**src/rtl/imem_boot_loader.sv**
```systemverilog
// Boot loader: packs an MSB-first byte stream into 32-bit words, writes them to
// instruction memory from address 0, and holds the CPU until the requested word count lands.
module imem_boot_loader #(
    parameter int ADDR_WIDTH = 8
) (
    input  logic                  clock,
    input  logic                  reset,
    input  logic                  load_start,
    input  logic [ADDR_WIDTH:0]   load_len,
    input  logic                  in_valid,
    input  logic [7:0]            in_data,
    output logic                  in_ready,
    output logic                  imem_we,
    output logic [ADDR_WIDTH-1:0] imem_addr,
    output logic [31:0]           imem_wdata,
    output logic                  cpu_hold,
    output logic                  load_done,
    output logic [31:0]           checksum
);

    typedef enum logic [1:0] {
        IDLE  = 2'd0,
        LOAD  = 2'd1,
        WRITE = 2'd2,
        DONE  = 2'd3
    } state_t;

    localparam logic [ADDR_WIDTH:0] DEPTH = {1'b1, {ADDR_WIDTH{1'b0}}};

    state_t                state_q;
    logic [ADDR_WIDTH:0]   len_q;
    logic [ADDR_WIDTH:0]   word_cnt_q;
    logic [1:0]            byte_cnt_q;
    logic [31:0]           word_q;
    logic                  in_ready_q;
    logic                  imem_we_q;
    logic [ADDR_WIDTH-1:0] imem_addr_q;
    logic [31:0]           imem_wdata_q;
    logic                  cpu_hold_q;
    logic                  load_done_q;
    logic [31:0]           checksum_q;

    logic [ADDR_WIDTH:0]   len_d;
    logic [ADDR_WIDTH:0]   word_cnt_d;
    logic [31:0]           word_d;
    logic                  accept;

    // in_ready_q is only ever high in LOAD, so it alone qualifies a byte transfer.
    assign accept = in_valid && in_ready_q;

    always_comb begin
        len_d      = (load_len > DEPTH) ? DEPTH : load_len;
        word_cnt_d = word_cnt_q + (ADDR_WIDTH + 1)'(1);
    end

    always_comb begin
        word_d = word_q;
        case (byte_cnt_q)
            2'd0:    word_d[31:24] = in_data;
            2'd1:    word_d[23:16] = in_data;
            2'd2:    word_d[15:8]  = in_data;
            default: word_d[7:0]   = in_data;
        endcase
    end

    always_ff @(posedge clock or posedge reset) begin
        if (reset) begin
            state_q      <= IDLE;
            len_q        <= '0;
            word_cnt_q   <= '0;
            byte_cnt_q   <= '0;
            word_q       <= '0;
            in_ready_q   <= 1'b0;
            imem_we_q    <= 1'b0;
            imem_addr_q  <= '0;
            imem_wdata_q <= '0;
            cpu_hold_q   <= 1'b1;
            load_done_q  <= 1'b0;
            checksum_q   <= '0;
        end else begin
            imem_we_q <= 1'b0;
            case (state_q)
                IDLE, DONE: begin
                    if (load_start) begin
                        len_q       <= len_d;
                        checksum_q  <= '0;
                        imem_addr_q <= '0;
                        byte_cnt_q  <= '0;
                        word_cnt_q  <= '0;
                        word_q      <= '0;
                        if (len_d != '0) begin
                            state_q     <= LOAD;
                            in_ready_q  <= 1'b1;
                            cpu_hold_q  <= 1'b1;
                            load_done_q <= 1'b0;
                        end else begin
                            state_q     <= DONE;
                            in_ready_q  <= 1'b0;
                            cpu_hold_q  <= 1'b0;
                            load_done_q <= 1'b1;
                        end
                    end
                end
                LOAD: begin
                    if (accept) begin
                        word_q     <= word_d;
                        byte_cnt_q <= byte_cnt_q + 2'd1;
                        // Fourth byte completes the word: present it to memory next cycle.
                        if (byte_cnt_q == 2'd3) begin
                            state_q      <= WRITE;
                            in_ready_q   <= 1'b0;
                            imem_we_q    <= 1'b1;
                            imem_wdata_q <= word_d;
                        end
                    end
                end
                WRITE: begin
                    checksum_q  <= checksum_q ^ imem_wdata_q;
                    imem_addr_q <= imem_addr_q + ADDR_WIDTH'(1);
                    word_cnt_q  <= word_cnt_d;
                    if (word_cnt_d == len_q) begin
                        state_q     <= DONE;
                        cpu_hold_q  <= 1'b0;
                        load_done_q <= 1'b1;
                    end else begin
                        state_q    <= LOAD;
                        in_ready_q <= 1'b1;
                    end
                end
                default: state_q <= IDLE;
            endcase
        end
    end

    assign in_ready   = in_ready_q;
    assign imem_we    = imem_we_q;
    assign imem_addr  = imem_addr_q;
    assign imem_wdata = imem_wdata_q;
    assign cpu_hold   = cpu_hold_q;
    assign load_done  = load_done_q;
    assign checksum   = checksum_q;

endmodule

```
**config.mk**
```make
export PLATFORM = sky130hd
export DESIGN_NAME = imem_boot_loader
export DESIGN_NICKNAME = d
export VERILOG_FILES = /design/src/rtl/imem_boot_loader.sv
export SDC_FILE = /design/constraint.sdc
export NUM_CORES = 1
export LEC_CHECK = 0
export ABC_AREA = 1
export ABC_CLOCK_PERIOD_IN_PS = 5200
export CAP_MARGIN = 20
export CORE_MARGIN = 3
export CORE_UTILIZATION = 45
export DETAILED_ROUTE_END_ITERATION = 8
export PLACE_DENSITY_LB_ADDON = 0.2
export SLEW_MARGIN = 10
export SYNTH_ARGS = -nofsm -noshare
export SYNTH_HDL_FRONTEND = slang
export SYNTH_SLANG_ARGS = --single-unit
```
**constraint.sdc**
```tcl
create_clock -name clock -period 5.2 [get_ports clock]
set_input_delay 1.3 -clock clock [delete_from_list [all_inputs] [get_ports clock]]
set_output_delay 1.3 -clock clock [all_outputs]
set_load 0.01 [all_outputs]
```
**Yosys cells after proc, flatten, opt, wreduce, memory -nomap -nowiden**

Index checks and enable logic that the tools add are counted.

- Flip-flop bits (word level): 130
- Bits of input ports: 21
- Output and inout port bits: 76

- Add/sub/neg operators: 3
- Magnitude comparators: 1
- Equality and inequality tests: 12
- Muxes and demuxes: 37
- Bitwise gates (word level): 1
- Reduce and logical (&&, ||, !) cells: 15

Operator list:

| cell | number |
|---|---|
| $pmux W32 S2 | 2 |
| $mux W32 | 2 |
| $mux W8 | 5 |
| $xor A32 B32 Y32 | 1 |
| $mux W9 | 2 |
| $pmux W9 S2 | 1 |
| $pmux W8 S2 | 1 |
| $mux W2 | 7 |
| $mux W1 | 12 |
| $reduce_and A3 Y1 | 4 |
| $ne A2 B2 Y1 const B | 5 |
| $add A9 B1 Y9 const B | 1 |
| $eq A9 B9 Y1 | 1 |
| $gt A9 B9 Y1 const B | 1 |
| $reduce_bool A9 Y1 | 1 |
| $add A8 B1 Y8 const B | 1 |
| $eq A2 B2 Y1 const B | 4 |
| $pmux W2 S3 | 1 |
| $eq A2 B1 Y1 const B | 2 |
| $logic_not A2 Y1 | 2 |
| $pmux W1 S2 | 2 |
| $pmux W2 S2 | 1 |
| $reduce_and A2 Y1 | 2 |
| $reduce_and A4 Y1 | 1 |
| other kinds (6) | 7 |

**Depth between registers and ports, before layout**

Gate-level depths: netlist of run 1.

- Depth in word-level cells: 6
- Mapped depth: 14

**Worst setup path before layout of run 1**

Ideal clock, no wire load.

- Kind: input -> register
- From: input load_start
- To: register word_q[10]
- Data arrival time: 2.124 ns
- Path slack: 2.946 ns
- Stages on the path: 6
- Cells stage by stage: nor2_1 -> nor3_1 -> inv_1 -> clkbuf_1 -> nand2_1 -> o21ai_0

- Cells in the longest elaborated chain, start to end: 2

RTL lines:

| item | line | text |
|---|---|---|
| start, declared | 8 | `input logic load_start,` |
| $ne A2 B2 Y1 (no line) | -- |  |
| $reduce_and A3 Y1 (no line) | -- |  |
| end signal, assigned | 106 | `word_q <= word_d;` |
| end, declared | 34 | `logic [31:0] word_q;` |

Every way passes these cells.
A chain may end at the register's enable or synchronous reset.

**Final worst setup path of run 1**

- From: input load_start
- To: register checksum_q[10] (netlist: checksum[10])

- Cells in the longest elaborated chain, start to end: 2

RTL lines:

| item | line | text |
|---|---|---|
| $ne A2 B2 Y1 (no line) | -- |  |
| $reduce_and A2 Y1 (no line) | -- |  |
| end signal, assigned | 118 | `checksum_q <= checksum_q ^ imem_wdata_q;` |
| end, declared | 41 | `logic [31:0] checksum_q;` |

Every way passes these cells.

==> impl_results.md, run 1 <==
- DP Wirelength: around 9.5 mm
- TritonCTS clock tree: done
- Finished Cell Area: about 7500 um^2
- WL final: approximately 14 mm
- DR pass1 iterations: 6
- XOR/XNOR share of the synthesized area: less than 1%
- Top cell type's share of synthesized area: between 50% and 60%
- Crit path largest cell delay: between 0.5 and 0.6 ns
- Pre-CTS setup slack: roughly 1.6 ns
- Die Height: approximately 120 um
- Hold_ws: 0.461 ns
- Starting DRT DRC Count: between 200 and 300
- Remaining Overflow, GRT: 0
- Layout area overhead: 28.6%
- FF-to-FF setup slack: ~2.7 ns
- Worst reg2reg path startpoint: state_q[0]$_DFFE_PP0P_
- Crit path from: load_start
- Seq cells post-synth: 130
- CP Capture Type: flop
- Clock Skews: ~0.0057 ns
- Global-route wire length before repair: approximately 24 mm
- Diodes inserted: 0
- Synth Area in Simple Gates: a little over a fifth
- Routed vias: roughly 5000
- Post-DRT Antenna Nets: 0
- R2R cell count: 7
- Synth Flop Type: dfrtp_1
- Register area share after synthesis: between 50% and 60%
- Slew Limit Headroom: a little over a third
- Synth top area cells: dfrtp_1 (56%), nand2_1 (10%), o21ai_0 (9.3%)
- Syn Inst Count: 671
- Antenna violations before repair: 0
- Synth cell types: 26
- Final setup viols: 0
- Critical path, cell by cell: clkdlybuf4s50_1 > nand2_2 > nand2_2 > buf_4 > a21oi_1 > nor3_1
- Compound-Gate Fraction of Synth Area: between 10% and 20%
- Area of the core: ~12000 um^2
- Rows: 40
- Period utilization: slightly below 60%
- PnR worst setup slack: 2.11 ns
- Setup TNS: 0 ns
- DRC: 0
- DP Area: 6900 um^2
- Startpoint types: input port
- FFs w/ async S/R, synth: 100%
- # port buffers: 96
- Clock Tree Root: clkbuf_16
- Clk pin slew, worst setup/hold paths: ~0.05 ns
- Cell mode on critical path: nand2_2
- Post-CTS setup buffer count: 0
- Worst EP required: ~5.5 ns
- Vias per cell: about 5.3
- Leakage: between 3 and 4 nW
- RSZ-0062 raised after global routing: false
- Number of max-cap violations: 0
- Final hold violation count: 0
- Die W: about 120 um
- Synthesized Nets: approximately 700
- Peak VDD IR: 0.000223 V
- Number of synthesized flops with an enable pin: 0
- Total CTS buffers: 17
- CTS max path bufs: 2
- Largest fanout on the critical path: between 40 and 50
- Clk_lat worst skew: around 0.42 ns
- Largest net degree at the start of global routing: 75
- Power density over the cells: ~540 nW/um^2
- Initial Util: 47.2%
- Cts repair resizes: 0
- Synthesis Warnings: 0
- Netlist Area Pre-Place: 5810 um^2
- CP max stage cell: nand2_2
- Hold-fix buffers, CTS: 0
- F_max: about 0.32 GHz
- Layout Nets: between 700 and 800
- CTS sink count: 130
- Main combinational cell family by area after synthesis: simple AND/OR/NAND/NOR gates
- Syn avg cell area: between 8 and 9 um^2
- Reg2reg end: checksum[10]$_DFFE_PP0P_
- Vias in the first global route: between 4000 and 5000
- Fin crit period: 3.09 ns
- Crit path to: checksum[10]$_DFFE_PP0P_
- Yosys top cell by area: dfrtp_1
- Routability-driven placement congestion ratio: roughly 0.81
- Layout cells sized above 1: 4.94%
- Post-synthesis mux area share: 0%
- Crit Path Category: in -> reg
- Status: completed
- Crit path DAT: between 3 and 4 ns
- Dpl cells: 908
- Post-synth top cells: nand2_1 (157), dfrtp_1 (129), o21ai_0 (108)
- Slew Viols, Final: 0
- Post-Layout Cell Count: 937
- WL/cell: approximately 15 um
- Total die area: ~14000 um^2
- Most common cell in the synthesized netlist: nand2_1
- Ports: 97
- Worst slew pin tran: slightly below 1 ns
- H-tree depth: 4
- Overall global routing resource usage: slightly above 20%
- Hold Path Class: reg -> reg
- Area share of fa/ha/maj cells after synthesis: approximately 1.9%
==> area by class of cell <==
cell class	instances	area [um^2]
clock inverters	5	77.6
repair buffers	98	988
fillers	1125	4840
clock buffers	24	492
multi-input cells	458	2240
well taps	168	210
flip-flops and latches	130	3250
inverters	54	205
==> placed cells by master, fill, tap and decap left out, types with 2 or more instances in the layout <==
cell type / Yosys / layout
clkdlybuf4s50_1: 0 / 96
o21ai_0: 108 / 108
nand2_1: 157 / 157
nand3_1: 25 / 25
clkbuf_8: 0 / 4
ha_1: 9 / 9
o22ai_1: 12 / 12
inv_1: 53 / 52
nand2_2: 3 / 3
a21oi_1: 41 / 41
nor3b_1: 3 / 3
and3_1: 35 / 35
nand4_1: 2 / 2
o21ai_1: 2 / 2
bufinv_16: 0 / 2
clkbuf_16: 0 / 17
clkinv_2: 0 / 2
dfrtp_1: 129 / 129
nor2_1: 19 / 18
nor3_1: 36 / 36
clkbuf_1: 23 / 3
==> worst min-delay path by stage <==
stage / cells after the start / end / from
floorplan: 2 / word_q[0]$_DFFE_PP0P_ / word_q[0]$_DFFE_PP0P_
global placement: 2 / cpu_hold$_DFFE_PP1P_ / cpu_hold$_DFFE_PP1P_
detailed placement: 2 / cpu_hold$_DFFE_PP1P_ / cpu_hold$_DFFE_PP1P_
CTS: 2 / cpu_hold$_DFFE_PP1P_ / cpu_hold$_DFFE_PP1P_
global route: 2 / cpu_hold$_DFFE_PP1P_ / cpu_hold$_DFFE_PP1P_
finish: 2 / cpu_hold$_DFFE_PP1P_ / cpu_hold$_DFFE_PP1P_
==> through the flow <==
stage               utilization, %  total power, mW
CTS                           60.7             4.08
floorplan                        -             2.35
detailed placement            56.1             2.91
finish                        60.7             4.04
global placement              56.1             2.85
global route                  60.7             4.33
==> cells by family (layout without fill, tap and decap cells) <==
group / count (synthesis) / count (layout)
simple gates: 282 / 282
compound gates: 165 / 165
flops: 130 / 130
buf+inv: 83 / 181
fa+ha+maj: 9 / 9
xor+xnor: 2 / 2
==> critical path: cells and delay by family <==
kind / cells / cell delay [ns]
AO/OA/AOI/OAI: 1 / 0.13
buffers and inverters: 2 / 0.99
AND/OR/NAND/NOR: 3 / 0.94
==> flip-flops by register name, summed over array words and instances (netlist names), 2 cells and up <==
register / flops
word_cnt_q: 9
state_q: 2
byte_cnt_q: 2
imem_wdata: 32
imem_addr: 8
word_q: 32
checksum: 32
len_q: 9
==> where the power goes <==
| group | leakage, nW | internal, mW | switching, mW |
|---|---|---|---|
| Clock | 0.278 | 0.746 | 0.410 |
| Combinational | 1.38 | 0.528 | 0.866 |
| Sequential | 1.78 | 1.29 | 0.206 |
==> per-layer routing <==
| layer | track usage, % | routed length, um | vias to the layer above |
|---|---|---|---|
| met4 | 7.66 | 172 | 0 |
| met5 | 0 | 0 | - |
| li1 | - | - | 2428 |
| met2 | 32.8 | 6810 | 141 |
| met3 | 5.42 | 753 | 19 |
| met1 | 27.3 | 6440 | 2423 |
(Power assumes the default switching activity.)
==> inputs of run 2 (changes only) <==
- ABC_CLOCK_PERIOD_IN_PS: 5200 -> 3100
- clock period: 5.2 -> 3.1 ns (I/O delays scaled with it)
==> impl_results.md, run 2 (same netlist as run 1, synthesis figures left out) <==
- Status: completed
- Sequential share of power: 34.4% (-2.6 points)
- Hold Path Class: reg -> reg
- Leakage: 3.53 nW (+2.9%)
- Post-DRT Antenna Nets: 0 (unchanged)
- Total die area: 14300 um^2 (unchanged)
- Vias in the first global route: 4831 (+0.12%)
- Crit path to: cpu_hold
- Final hold violation count: 0 (unchanged)
- Ports: 97 (unchanged)
- Clk_lat worst skew: 0.41 ns (about the same)
- Fillcell total: 1072 (-4.7%)
- Crit path max-delay family: flip-flops
- RSZ-0062 raised after global routing: false
- Total CTS buffers: 17 (unchanged)
- Slew Limit Headroom: 41.3% (+6.6 points)
- Logic pwr share: 33.4% (-1.0 points)
- Critical Path Stages: 1 (-5)
- Die Height: 120 um (unchanged)
- Clock Skews: 0.00614 ns (+0.000421 ns)
- Crit path DAT: 1.47 ns (-1.94 ns)
- Hold-fix buffers, CTS: 0 (unchanged)
- Clk pin slew, worst setup/hold paths: 0.06 ns (about the same)
- Diodes inserted: 0 (unchanged)
- Peak VDD IR: 0.000648 V (+190%)
- Worst slew pin tran: 0.881 ns (-0.0978 ns)
- Initial Util: 47.2% (unchanged)
- Switch share: 35.1% (-1.6 points)
- WL/cell: 15.6 um (+3.0%)
- Worst reg2reg path startpoint: byte_cnt_q[0]$_DFFE_PP0P_
- Largest net degree at the start of global routing: 65 (-13%)
- F_max: between 0.4 and 0.5 GHz
- Slew Viols, Final: 0 (unchanged)
- Starting DRT DRC Count: 368 (+26%)
- Rows: 40 (unchanged)
- Die W: 120 um (unchanged)
- Setup TNS: 0 ns (unchanged)
- # port buffers: 96 (unchanged)
- Net Sw Power: 2.56 mW (+73%)
- Crit Path Category: reg -> out
- Number of max-cap violations: 0 (unchanged)
- Post-CTS setup buffer count: 0 (unchanged)
- Antenna violations before repair: 0 (unchanged)
- Clock Tree Root: clkbuf_16
- DRC: 0 (unchanged)
- Reg2reg end: imem_wdata[31]$_DFFE_PP0P_
- CP max stage cell: dfstp_2
- Finished Cell Area: 7670 um^2 (+2.7%)
- H-tree depth: 4 (unchanged)
- R2R cell count: 5 (-2)
- Startpoint types: flop
- Commonest non-fill, non-tap cell in the layout: nand2_1
- Vias per cell: 5.27 (-1.5%)
- DP Area: 6980 um^2 (+1.2%)
- Largest fanout on the critical path: 2 (-95%)
- Cts repair resizes: 0 (unchanged)
- Worst EP required: 2.32 ns (-3.20 ns)
- Period utilization: 72.5%
- Crit path largest cell delay: 0.53 ns (about the same)
- Power density over the cells: 952 nW/um^2 (+76%)
- Layout cells sized above 1: 6.40% (+1.5 points)
- Hold path startpoint: cpu_hold$_DFFE_PP1P_
- Critical path, cell by cell: clkdlybuf4s50_1
- DP Wirelength: 10.1 mm (+6.2%)
- CTS sink count: 130 (unchanged)
- Global-route wire length before repair: 24.6 mm (+4.2%)
- Layout area overhead: 32.1%
- Layout Nets: 798 (+1.1%)
- Remaining Overflow, GRT: 0 (unchanged)
- Final setup viols: 0 (unchanged)
- Most frequent cells in the layout: nand2_1 (157), dfrtp_1 (129), o21ai_0 (108)
- Internal: 4.75 mW (+85%)
- Fin crit period: 2.25 ns
- Clock network fraction of design power: 32.1% (+3.5 points)
- Crit path from: cpu_hold$_DFFE_PP1P_
- WL final: 14.8 mm (+4.3%)
- DR pass1 iterations: 5 (-1)
- FF-to-FF setup slack: 0.99 ns (-1.67 ns)
- Routed vias: 5000 (-0.22%)
- CTS max path bufs: 2 (unchanged)
- CP Capture Type: output pin
- WP buf/inv: 1 (-1)
- TritonCTS clock tree: done
- Area of the core: 12300 um^2 (unchanged)
- Routability-driven placement congestion ratio: 0.877 (+8.9%)
- Overall global routing resource usage: 21.5% (+0.91 points)
## run 2: power groups by stage
stage          combinational (mW)  clock [mW]  sequential [mW]
6_report                     2.44        2.35             2.52
5_1_grt                      2.76        2.48             2.57
4_1_cts                      2.47        2.38             2.51
3_5_place_dp                 2.44           0             2.53
3_3_place_gp                 2.38           0             2.50
2_1_floorplan                1.39           0             2.55
## run 2: worst min path at each step
stage,depth (start not counted),to,slack [ns]
floorplan,2,word_q[0]$_DFFE_PP0P_,0.45
detailed placement,2,cpu_hold$_DFFE_PP1P_,0.46
CTS,2,cpu_hold$_DFFE_PP1P_,0.47
finish,2,cpu_hold$_DFFE_PP1P_,0.47
global placement,2,cpu_hold$_DFFE_PP1P_,0.45
global route,2,word_q[16]$_DFFE_PP0P_,0.50
## run 2: through the flow
step | util [%] | total power [mW] | setup slack (ns) | hold WS [ns] | instances
after floorplan | - | 3.94 | 0.717 | 0.448 | 671
after global placement | 56.7 | 4.87 | 0.663 | 0.452 | 917
after detailed placement | 56.7 | 4.97 | 0.653 | 0.461 | 917
after CTS | 62.3 | 7.36 | 0.831 | 0.469 | 949
after global routing | 62.3 | 7.81 | 0.746 | 0.498 | 949
final | 62.3 | 7.31 | 0.853 | 0.466 | 949
## run 2: cell type report
cell class	count	area, um^2	area share, %
Multi-Input combinational cell	458	2240	29.2
Clock inverter	10	228	2.97
Timing Repair Buffer	107	1070	13.9
Inverter	54	206	2.69
Tap cell	168	210	2.74
Sequential cell	130	3250	42.4
Clock buffer	22	464	6.05
## run 2: per-layer routing
| metal | track usage [%] | share of wire (%) | vias to the layer above |
|---|---|---|---|
| met5 | 0 | 0 | - |
| met4 | 5.51 | 1.3 | 0 |
| met3 | 6.64 | 5.0 | 19 |
| met2 | 34.6 | 49 | 121 |
| met1 | 28.6 | 45 | 2418 |
| li1 | - | - | 2442 |
